## config.mk

```make
export PLATFORM = sky130hd
export DESIGN_NAME = seg_scan_ctrl
export DESIGN_NICKNAME = d
export VERILOG_FILES = /design/src/rtl/seg_pkg.sv /design/src/rtl/seg_hex_decode.sv /design/src/rtl/seg_scan_ctrl.sv
export SDC_FILE = /design/constraint.sdc
export NUM_CORES = 1
export LEC_CHECK = 0
export BUFFER_PORTS_ARGS = -buffer_cell sky130_fd_sc_hd__buf_2
export CAP_MARGIN = 20
export CORE_MARGIN = 1.5
export CORE_UTILIZATION = 50
export DETAILED_ROUTE_END_ITERATION = 8
export GPL_TIMING_DRIVEN = 0
export HOLD_SLACK_MARGIN = 0.02
export PLACE_DENSITY = 0.71
export SYNTH_ARGS = -nofsm -noshare
export SYNTH_HDL_FRONTEND = slang
export SYNTH_SLANG_ARGS = --single-unit
```

## constraint.sdc

```tcl
create_clock -name clk -period 2.8 [get_ports clk]
set_input_delay 0.14 -clock clk [delete_from_list [all_inputs] [get_ports clk]]
set_output_delay 0.14 -clock clk [all_outputs]
set_load 0.005 [all_outputs]
```

## src/rtl/seg_pkg.sv

```systemverilog
// Shared definitions for the seven-segment scan controller: glyph table,
// blank pattern and handshake state encoding.
package seg_pkg;

  typedef enum logic {
    HS_IDLE = 1'b0,
    HS_PEND = 1'b1
  } hs_state_t;

  // Cathodes are {g,f,e,d,c,b,a}, active-low; all ones is a dark digit.
  localparam logic [6:0] SEG_OFF = 7'h7F;

  localparam logic [6:0] GLYPH_TBL [16] = '{
    7'b1000000,  // 0
    7'b1111001,  // 1
    7'b0100100,  // 2
    7'b0110000,  // 3
    7'b0011001,  // 4
    7'b0010010,  // 5
    7'b0000010,  // 6
    7'b1111000,  // 7
    7'b0000000,  // 8
    7'b0010000,  // 9
    7'b0001000,  // A
    7'b0000011,  // b
    7'b1000110,  // C
    7'b0100001,  // d
    7'b0000110,  // E
    7'b0001110   // F
  };

  function automatic logic [6:0] hex_glyph(input logic [3:0] nib);
    return GLYPH_TBL[nib];
  endfunction

endpackage

```

## src/rtl/seg_hex_decode.sv

```systemverilog
// Combinational hex nibble to active-low seven-segment glyph.
module seg_hex_decode
  import seg_pkg::*;
(
  input  logic [3:0] hex,
  output logic [6:0] seg
);

  assign seg = hex_glyph(hex);

endmodule

```

## src/rtl/seg_scan_ctrl.sv

```systemverilog
// Multiplexed seven-segment scanner with frame-synchronous double-buffered
// value updates and optional leading-zero blanking.
module seg_scan_ctrl
  import seg_pkg::*;
#(
  parameter int DIGITS   = 4,
  parameter int DIV      = 100000,
  parameter int BLANK_LZ = 1
) (
  input  logic                  clk,
  input  logic                  clr,
  input  logic                  load,
  input  logic [4*DIGITS-1:0]   value,
  input  logic [DIGITS-1:0]     dp_in,
  input  logic [DIGITS-1:0]     dig_en,
  output logic                  ready,
  output logic [6:0]            seg,
  output logic [DIGITS-1:0]     an,
  output logic                  dp,
  output logic                  frame
);

  localparam int CNT_W = (DIV > 1) ? $clog2(DIV) : 1;
  localparam int IDX_W = $clog2(DIGITS);
  localparam logic [CNT_W-1:0] CNT_MAX = CNT_W'(DIV - 1);
  localparam logic [IDX_W-1:0] IDX_MAX = IDX_W'(DIGITS - 1);

  logic [CNT_W-1:0]    cnt_p0;
  logic [IDX_W-1:0]    idx_p0;
  logic                tick;
  logic                wrap;

  hs_state_t           state;
  hs_state_t           state_nxt;
  logic                capture;
  logic                commit;

  logic [4*DIGITS-1:0] shadow_val;
  logic [DIGITS-1:0]   shadow_dp;
  logic [4*DIGITS-1:0] active_val;
  logic [DIGITS-1:0]   active_dp;

  logic [DIGITS-1:0]   blank;
  logic                zero_above;
  logic [3:0]          nib;
  logic [6:0]          glyph;
  logic                lit;
  logic [DIGITS-1:0]   an_nxt;
  logic [6:0]          seg_nxt;
  logic                dp_nxt;

  logic [DIGITS-1:0]   an_p1;
  logic [6:0]          seg_p1;
  logic                dp_p1;
  logic                frame_p1;

  // p0: slot timing -- prescaler and digit index
  assign tick = (cnt_p0 == CNT_MAX);
  assign wrap = tick && (idx_p0 == IDX_MAX);

  always_ff @(posedge clk or posedge clr) begin
    if (clr) begin
      cnt_p0 <= '0;
      idx_p0 <= '0;
    end else begin
      if (tick) begin
        cnt_p0 <= '0;
        idx_p0 <= (idx_p0 == IDX_MAX) ? '0 : idx_p0 + 1'b1;
      end else begin
        cnt_p0 <= cnt_p0 + 1'b1;
      end
    end
  end

  // Load handshake: one pending update at a time, committed only on a frame wrap.
  always_ff @(posedge clk or posedge clr) begin
    if (clr) state <= HS_IDLE;
    else     state <= state_nxt;
  end

  always_comb begin
    state_nxt = state;
    case (state)
      HS_IDLE: if (load)  state_nxt = HS_PEND;
      HS_PEND: if (wrap)  state_nxt = HS_IDLE;
      default:            state_nxt = HS_IDLE;
    endcase
  end

  always_comb begin
    ready   = (state == HS_IDLE);
    capture = (state == HS_IDLE) && load;
    commit  = (state == HS_PEND) && wrap;
  end

  always_ff @(posedge clk or posedge clr) begin
    if (clr) begin
      shadow_val <= '0;
      shadow_dp  <= '0;
      active_val <= '0;
      active_dp  <= '0;
    end else begin
      if (capture) begin
        shadow_val <= value;
        shadow_dp  <= dp_in;
      end
      if (commit) begin
        active_val <= shadow_val;
        active_dp  <= shadow_dp;
      end
    end
  end

  // A digit is blanked when it and every more-significant nibble are zero.
  always_comb begin
    blank      = '0;
    zero_above = 1'b1;
    for (int i = DIGITS - 1; i >= 0; i--) begin
      zero_above = zero_above && (active_val[4*i +: 4] == 4'h0);
      blank[i]   = (BLANK_LZ != 0) && (i != 0) && zero_above;
    end
  end

  assign nib = active_val[4*idx_p0 +: 4];

  seg_hex_decode u_dec (
    .hex (nib),
    .seg (glyph)
  );

  always_comb begin
    lit     = dig_en[idx_p0] && !blank[idx_p0];
    an_nxt  = '1;
    seg_nxt = SEG_OFF;
    dp_nxt  = 1'b1;
    if (lit) begin
      an_nxt[idx_p0] = 1'b0;
      seg_nxt        = glyph;
      dp_nxt         = ~active_dp[idx_p0];
    end
  end

  // p1: registered pad drive
  always_ff @(posedge clk or posedge clr) begin
    if (clr) begin
      an_p1    <= '1;
      seg_p1   <= SEG_OFF;
      dp_p1    <= 1'b1;
      frame_p1 <= 1'b0;
    end else begin
      an_p1    <= an_nxt;
      seg_p1   <= seg_nxt;
      dp_p1    <= dp_nxt;
      frame_p1 <= wrap;
    end
  end

  assign an    = an_p1;
  assign seg   = seg_p1;
  assign dp    = dp_p1;
  assign frame = frame_p1;

endmodule

```

Word level (Yosys, flattened, before mapping)
Memories as Yosys holds them, arrays and structs flattened.
Cells that the tools add are included.
{"block": "word_totals", "mem_count": 1, "latch_bits": 0, "wordCells": 53, "mem_bits_rw": 0, "inputBits": 27, "rom_bits": 112, "out_inout_bits": 14, "regBits": 73}
{"memory": "(no name shown)", "words": 16, "width": 7, "read_ports": 1, "rd_clocked_by_memory_dff": 0, "wr": 0, "line": "seg_pkg.sv:33", "text": "return GLYPH_TBL[nib];"}
{"block": "classes", "reduce_logical": 11, "eq_ne": 2, "bitwise_logic": 4, "div_mod_pow": 0, "n_mul": 0, "n_lt_le_gt_ge": 3, "addsub": 2, "muxes": 18, "shifts": 1}
{"cell": "7-bit two-way mux", "n": 3}
{"cell": "17-bit by 1-bit adder with 17-bit output (second input constant)", "n": 1}
{"cell": "17-bit equality test (second input constant)", "n": 1}
{"cell": "17-bit two-way mux", "n": 1}
{"cell": "16-bit by 5-bit variable part select with 4-bit output", "n": 1}
{"cell": "4-bit logical NOT", "n": 3}
{"cell": "1-bit logical AND", "n": 7}
{"cell": "1-bit two-way mux", "n": 7}
{"cell": "1-bit binary-select mux with 2-bit select", "n": 3}
{"cell": "5-bit >= comparator (second input constant)", "n": 1}
{"cell": "4-bit NOT with 5-bit output", "n": 1}
{"cell": "4-bit two-way mux", "n": 1}
{"cell": "4-bit NOT", "n": 1}
{"cell": "2-bit by 3-bit less-than comparator with 1-bit output (second input constant)", "n": 1}
{"cell": "2-bit by 1-bit adder with 2-bit output (second input constant)", "n": 1}
{"cell": "1-bit demux with 2-bit select", "n": 1}
{"cell": "2-bit equality test (second input constant)", "n": 1}
{"cell": "2-bit by 1-bit >= comparator with 1-bit output (second input constant)", "n": 1}
{"cell": "2-bit two-way mux", "n": 1}
{"cell": "1-bit NOT", "n": 2}
{"cell": "1-bit case mux with 2 select lines", "n": 1}
{"cell": "1-bit logical NOT", "n": 1}

Longest topological paths before layout
{"block": "depth", "depth_word": 8, "mapped_depth": 7, "mapped_depth_nobuf": 6}

By module
From an unflattened synthesis, not the netlist that was laid out.
{"block": "hier_totals", "cells_unflattened": 255, "hier_area_um2": 3364.5}
{"mod": "seg_scan_ctrl", "seq_area_each_um2": 1841.8, "n_inst": 1, "cells_per_inst": 223, "area_per_inst_um2": 3089.2}
{"mod": "seg_hex_decode", "seq_area_each_um2": 0.0, "n_inst": 1, "cells_per_inst": 32, "area_per_inst_um2": 275.3}

Worst setup path after synthesis
No wires, ideal clock.
{"block": "synth_path", "path_kind": "reg2reg", "start": "register idx_p0[0]", "end": "register seg_p1[0] (netlist: seg[0])", "path_slack_ns": 0.806, "path_stages_with_launch": 7, "path_buffers": 1, "arrival_ns": 1.899, "required_time_ns": 2.705, "setup_time_ns": 0.095, "period_less_slack_ns": 1.994, "path_cell_list": "dfrtp_1 -> buf_6 -> mux4_2 -> ha_1 -> or3_1 -> a21oi_1 -> o31ai_1"}
{"block": "synth_between", "elab_chain_len": 6, "word_cells_on_any_way": 12, "classes_between": "shift: 1; mux: 7; bitwise: 1; reduce/logical: 2; memory: 1"}
{"element": "start, declared", "line": "seg_scan_ctrl.sv:29", "text": "logic [IDX_W-1:0] idx_p0;"}
{"element": "start signal, assigned", "line": "seg_scan_ctrl.sv:68", "text": "idx_p0 <= (idx_p0 == IDX_MAX) ? '0 : idx_p0 + 1'b1;"}
{"element": "16-bit by 5-bit variable part select with 4-bit output", "line": "seg_scan_ctrl.sv:124", "text": "assign nib = active_val[4*idx_p0 +: 4];"}
{"element": "4-bit NOT with 5-bit output (not written as such)", "line": "seg_pkg.sv:33"}
{"element": "memory read 16 x 7 bit"}
{"element": "7-bit two-way mux (not written as such) (2 in a row)", "line": "seg_pkg.sv:33"}
{"element": "7-bit two-way mux *", "line": "seg_scan_ctrl.sv:136", "text": "if (lit) begin"}
{"element": "via seg_nxt[0]", "line": "seg_scan_ctrl.sv:49", "text": "logic [6:0] seg_nxt;"}
{"element": "end signal, assigned", "line": "seg_scan_ctrl.sv:152", "text": "seg_p1 <= seg_nxt;"}
{"element": "end, declared", "line": "seg_scan_ctrl.sv:53", "text": "logic [6:0] seg_p1;"}
The timed path passes the listed nets; every way through them passes the cells marked *. The select of a mux whose other input is x is not followed.
A chain may end at the register's enable or synchronous reset.

Final worst setup path
Same ends and word-level chain as after synthesis.

==> summary.md <==
| Metric | Value |
|---|---|
| Final Cycle Share | 79.1% |
| Max IR drop VDD | 0.000458 V |
| Post_cts resized | 0 |
| Critical path endpoint category | flip-flop |
| Remaining antenna violation count | 0 |
| Hold Crit Start | dp_in[1] |
| TritonCTS buffer count | 9 |
| CTS Buffer Depth | 2 |
| CTS clk-pin slew, worst paths | 0.08 ns |
| Mapped Cells | 261 |
| Synth area leaders | dfrtp_1 45%, mux2_2 14%, dfstp_2 9.3%, ha_1 4.0%, mux4_2 4.0% |
| Fin. Hold Viols | 0 |
| Via count | 2184 |
| Final Util | 62.7% |
| Initial core utilization | 52.8% |
| CP bufs+invs | 1 |
| Mapped Nets | 299 |
| Synth top cells by count | 61 x dfrtp_1, 42 x mux2_2, 15 x nand2_1, 15 x nor2_1, 13 x xor2_1 |
| Top-count cell post-synth | dfrtp_1 |
| Yosys cell types | 42 |
| Final nets | 362 |
| Logic pwr share | 4.5% |
| Largest net degree at the start of global routing | 74 |
| Worst-Skew Late Latency | 0.34 ns |
| DRC violations left | 2 |
| Status | complete, but fails checks |
| CTS tree | built |
| Final TNS setup | 0 ns |
| Yosys Warn Count | 0 |
| Worst relative slew slack | 41.8% |
| Setup WS post-layout | 0.586 ns |
| Core area | 6460 µm² |
| Failing checks | design-rule violations |
| CTS sink cnt | 73 |
| Post-DP HPWL | 4.20 mm |
| Critical path's largest stage delay | 0.60 ns |
| Total power per unit cell area | 520 nW/µm² |
| Post-CTS Setup Inserts | 0 |
| R2R Path Start | idx_p0[0] |
| Hold Slack | 0.0322 ns |
| Final setup fails | 0 |
| Gp weighted congestion | 0.767 |
| H-tree depth | 3 |
| P_int | 1650 µW |
| Post-synth ARST share | 100% |
| Critical path type | reg -> reg |
| Worst Hold Class | in -> reg |
| Critical path depth | 6 |
| CP Data Arrival Time | 2.45 ns |
| DIE WIDTH | 85.6 µm |
| Switch Pwr | 453 µW |
| Sequential share of the synthesized area | 54.0% |
| Clk_skew | 0.0125 ns |
| Wire per inst | 15.3 µm |
| RSZ-0062 raised after global routing | false |
| Startpoint Class | flip-flop |
| Via density | 5.38 |
| Hold path depth | 2 |
| Number of flops mapped to enable cells by yosys | 0 |
| Critical Path Start | idx_p0[0] |
| Vias in the first global route | 2229 |
| Rows | 29 |
| Sequential power share | 52.9% |
| Measured slew at the worst slew-check pin | 0.873 ns |
| CP max-delay cell | mux4_2 |
| Critical-path cell list | buf_6 > mux4_2 > ha_1 > or3_1 > a21oi_1 > o31ai_1 |
| Drt total wl | 6.21 mm |
| Tot Pwr | 2110 µW |
| Ys flop type | dfrtp_1 |
| CP required | 3.04 ns |
| Final Max Tran Viols | 0 |
| Clock group share of total power | 42.5% |
| Mapped Area | 3410 µm² |
| Initial drt markers | 86 |
| Antenna diode count | 0 |
| Post-layout min period | 2.21 ns |
| Max Cap Violations | 0 |
| Flops & latches, synth | 73 |
| Vert. Die Dim | 85.6 µm |
| Remaining global-route overflow | 0 |
| Post-synth top area share | 44.8% |
| Leak | 0.00186 µW |
| Detailed Routing Iterations Pass 1 | 6 |
| Critical path's top delay family | multiplexers |
| First-pass GRT wire length | 10.8 mm |
| Synthesized area per cell | 13.1 µm² |
| Ports | 41 |
| Total GRT Usage | 19.1% |
| Root Driver | clkbuf_8 |
| Reg2reg path depth | 6 |
| Fmax | 452 MHz |
| Die Area | 7320 µm² |
| Layout cells sized above 1 | 39.2% |
| Crit path max fanout | 10 |
| Dpl ws | 0.604 ns |
| Number of I/O port buffers | 40 |
| Cts hold-fix bufs | 10 |
| Synth-to-Final Area Change | 18.7% |
| Antenna violations before repair | 0 |
| Switching share of total power | 21.5% |
| Yosys top cell by area | dfrtp_1 |
worst paths after layout:
check	end	slack, ns
max	seg[0]	0.59
min	shadow_dp[1]	0.03
max reg2reg	seg[0]	0.59
min reg2reg	cnt_p0[0]	0.46
max in group asynchronous	cnt_p0[1]	1.70
min in group asynchronous	shadow_dp[1]	0.54
stage by stage:
step / cell area (µm²) / std cells
4_1_cts: 4030 / 404
3_5_place_dp: 3710 / 378
5_1_grt: 4050 / 406
6_report: 4050 / 406
2_1_floorplan: 3410 / 261
3_3_place_gp: 3700 / 378
power by group through the flow:
stage                     Clock [µW]  Combinational [µW]  Sequential, µW
final                            895                95.5            1110
after CTS                        912                95.6            1110
after detailed placement           0                85.0            1130
after floorplan                    0                50.8            1130
after global placement             0                82.0            1130
after global routing             959                 109            1120
layout by cell type (no fill, tap or decap), types with 4 or more instances in the layout:
master / instances
nand4_1: 6
clkbuf_8: 9
dlygate4sd3_1: 12
mux2_2: 42
nand2_1: 15
a21oi_1: 4
mux2i_1: 6
ha_1: 11
buf_2: 43
nor2_1: 15
mux4_2: 6
nand3_1: 5
and2_1: 4
dfstp_2: 12
xnor2_1: 4
xor2_1: 13
dfrtp_1: 61
inv_1: 7
cell families (layout without fill, tap and decap cells):
kind of cell             count (synthesis)  after routing  share of synthesized area, %
AO/OA/AOI/OAI                           17             17                          3.38
XOR/XNOR                                17             17                          4.37
multiplexers                            55             55                          20.0
flip-flops                              73             73                          54.0
buffers and inverters                   19             87                          2.86
AND/OR/NAND/NOR                         69             69                          11.3
adder cells (fa/ha/maj)                 11             11                          4.04
worst reg2reg max path: cells and delay by family (launching register included):
family / cells / cell delay, ns
DFF: 1 / 0.39
AOI/OAI and AO/OA: 2 / 0.26
buffers and inverters: 1 / 0.18
muxes: 1 / 0.60
and+or+nand+nor: 1 / 0.39
adders and majority gates: 1 / 0.29
final cells by class:
| class | instances | area [µm²] |
|---|---|---|
| Fill cell | 530 | 2410 |
| Timing Repair Buffer | 52 | 320 |
| Sequential cell | 73 | 1840 |
| Clock buffer | 9 | 124 |
| Tap cell | 77 | 96.3 |
| Buffer | 11 | 67.6 |
| Multi-Input combinational cell | 169 | 1470 |
| Inverter | 8 | 32.5 |
| Clock inverter | 7 | 95.1 |
per-layer routing:
metal	share of wire [%]	global-route usage, %
met5	0	0
met4	0.85	4.69
met3	3.3	5.87
met2	49	31.5
met1	47	24.8
flip-flops by register name (all words and copies together) (netlist names):
name / count
seg: 7
an: 4
dp: 1
idx_p0: 2
active_dp: 4
shadow_val: 16
state: 1
active_val: 16
cnt_p0: 17
frame: 1
shadow_dp: 4
Power figures use the tool's default switching activity.
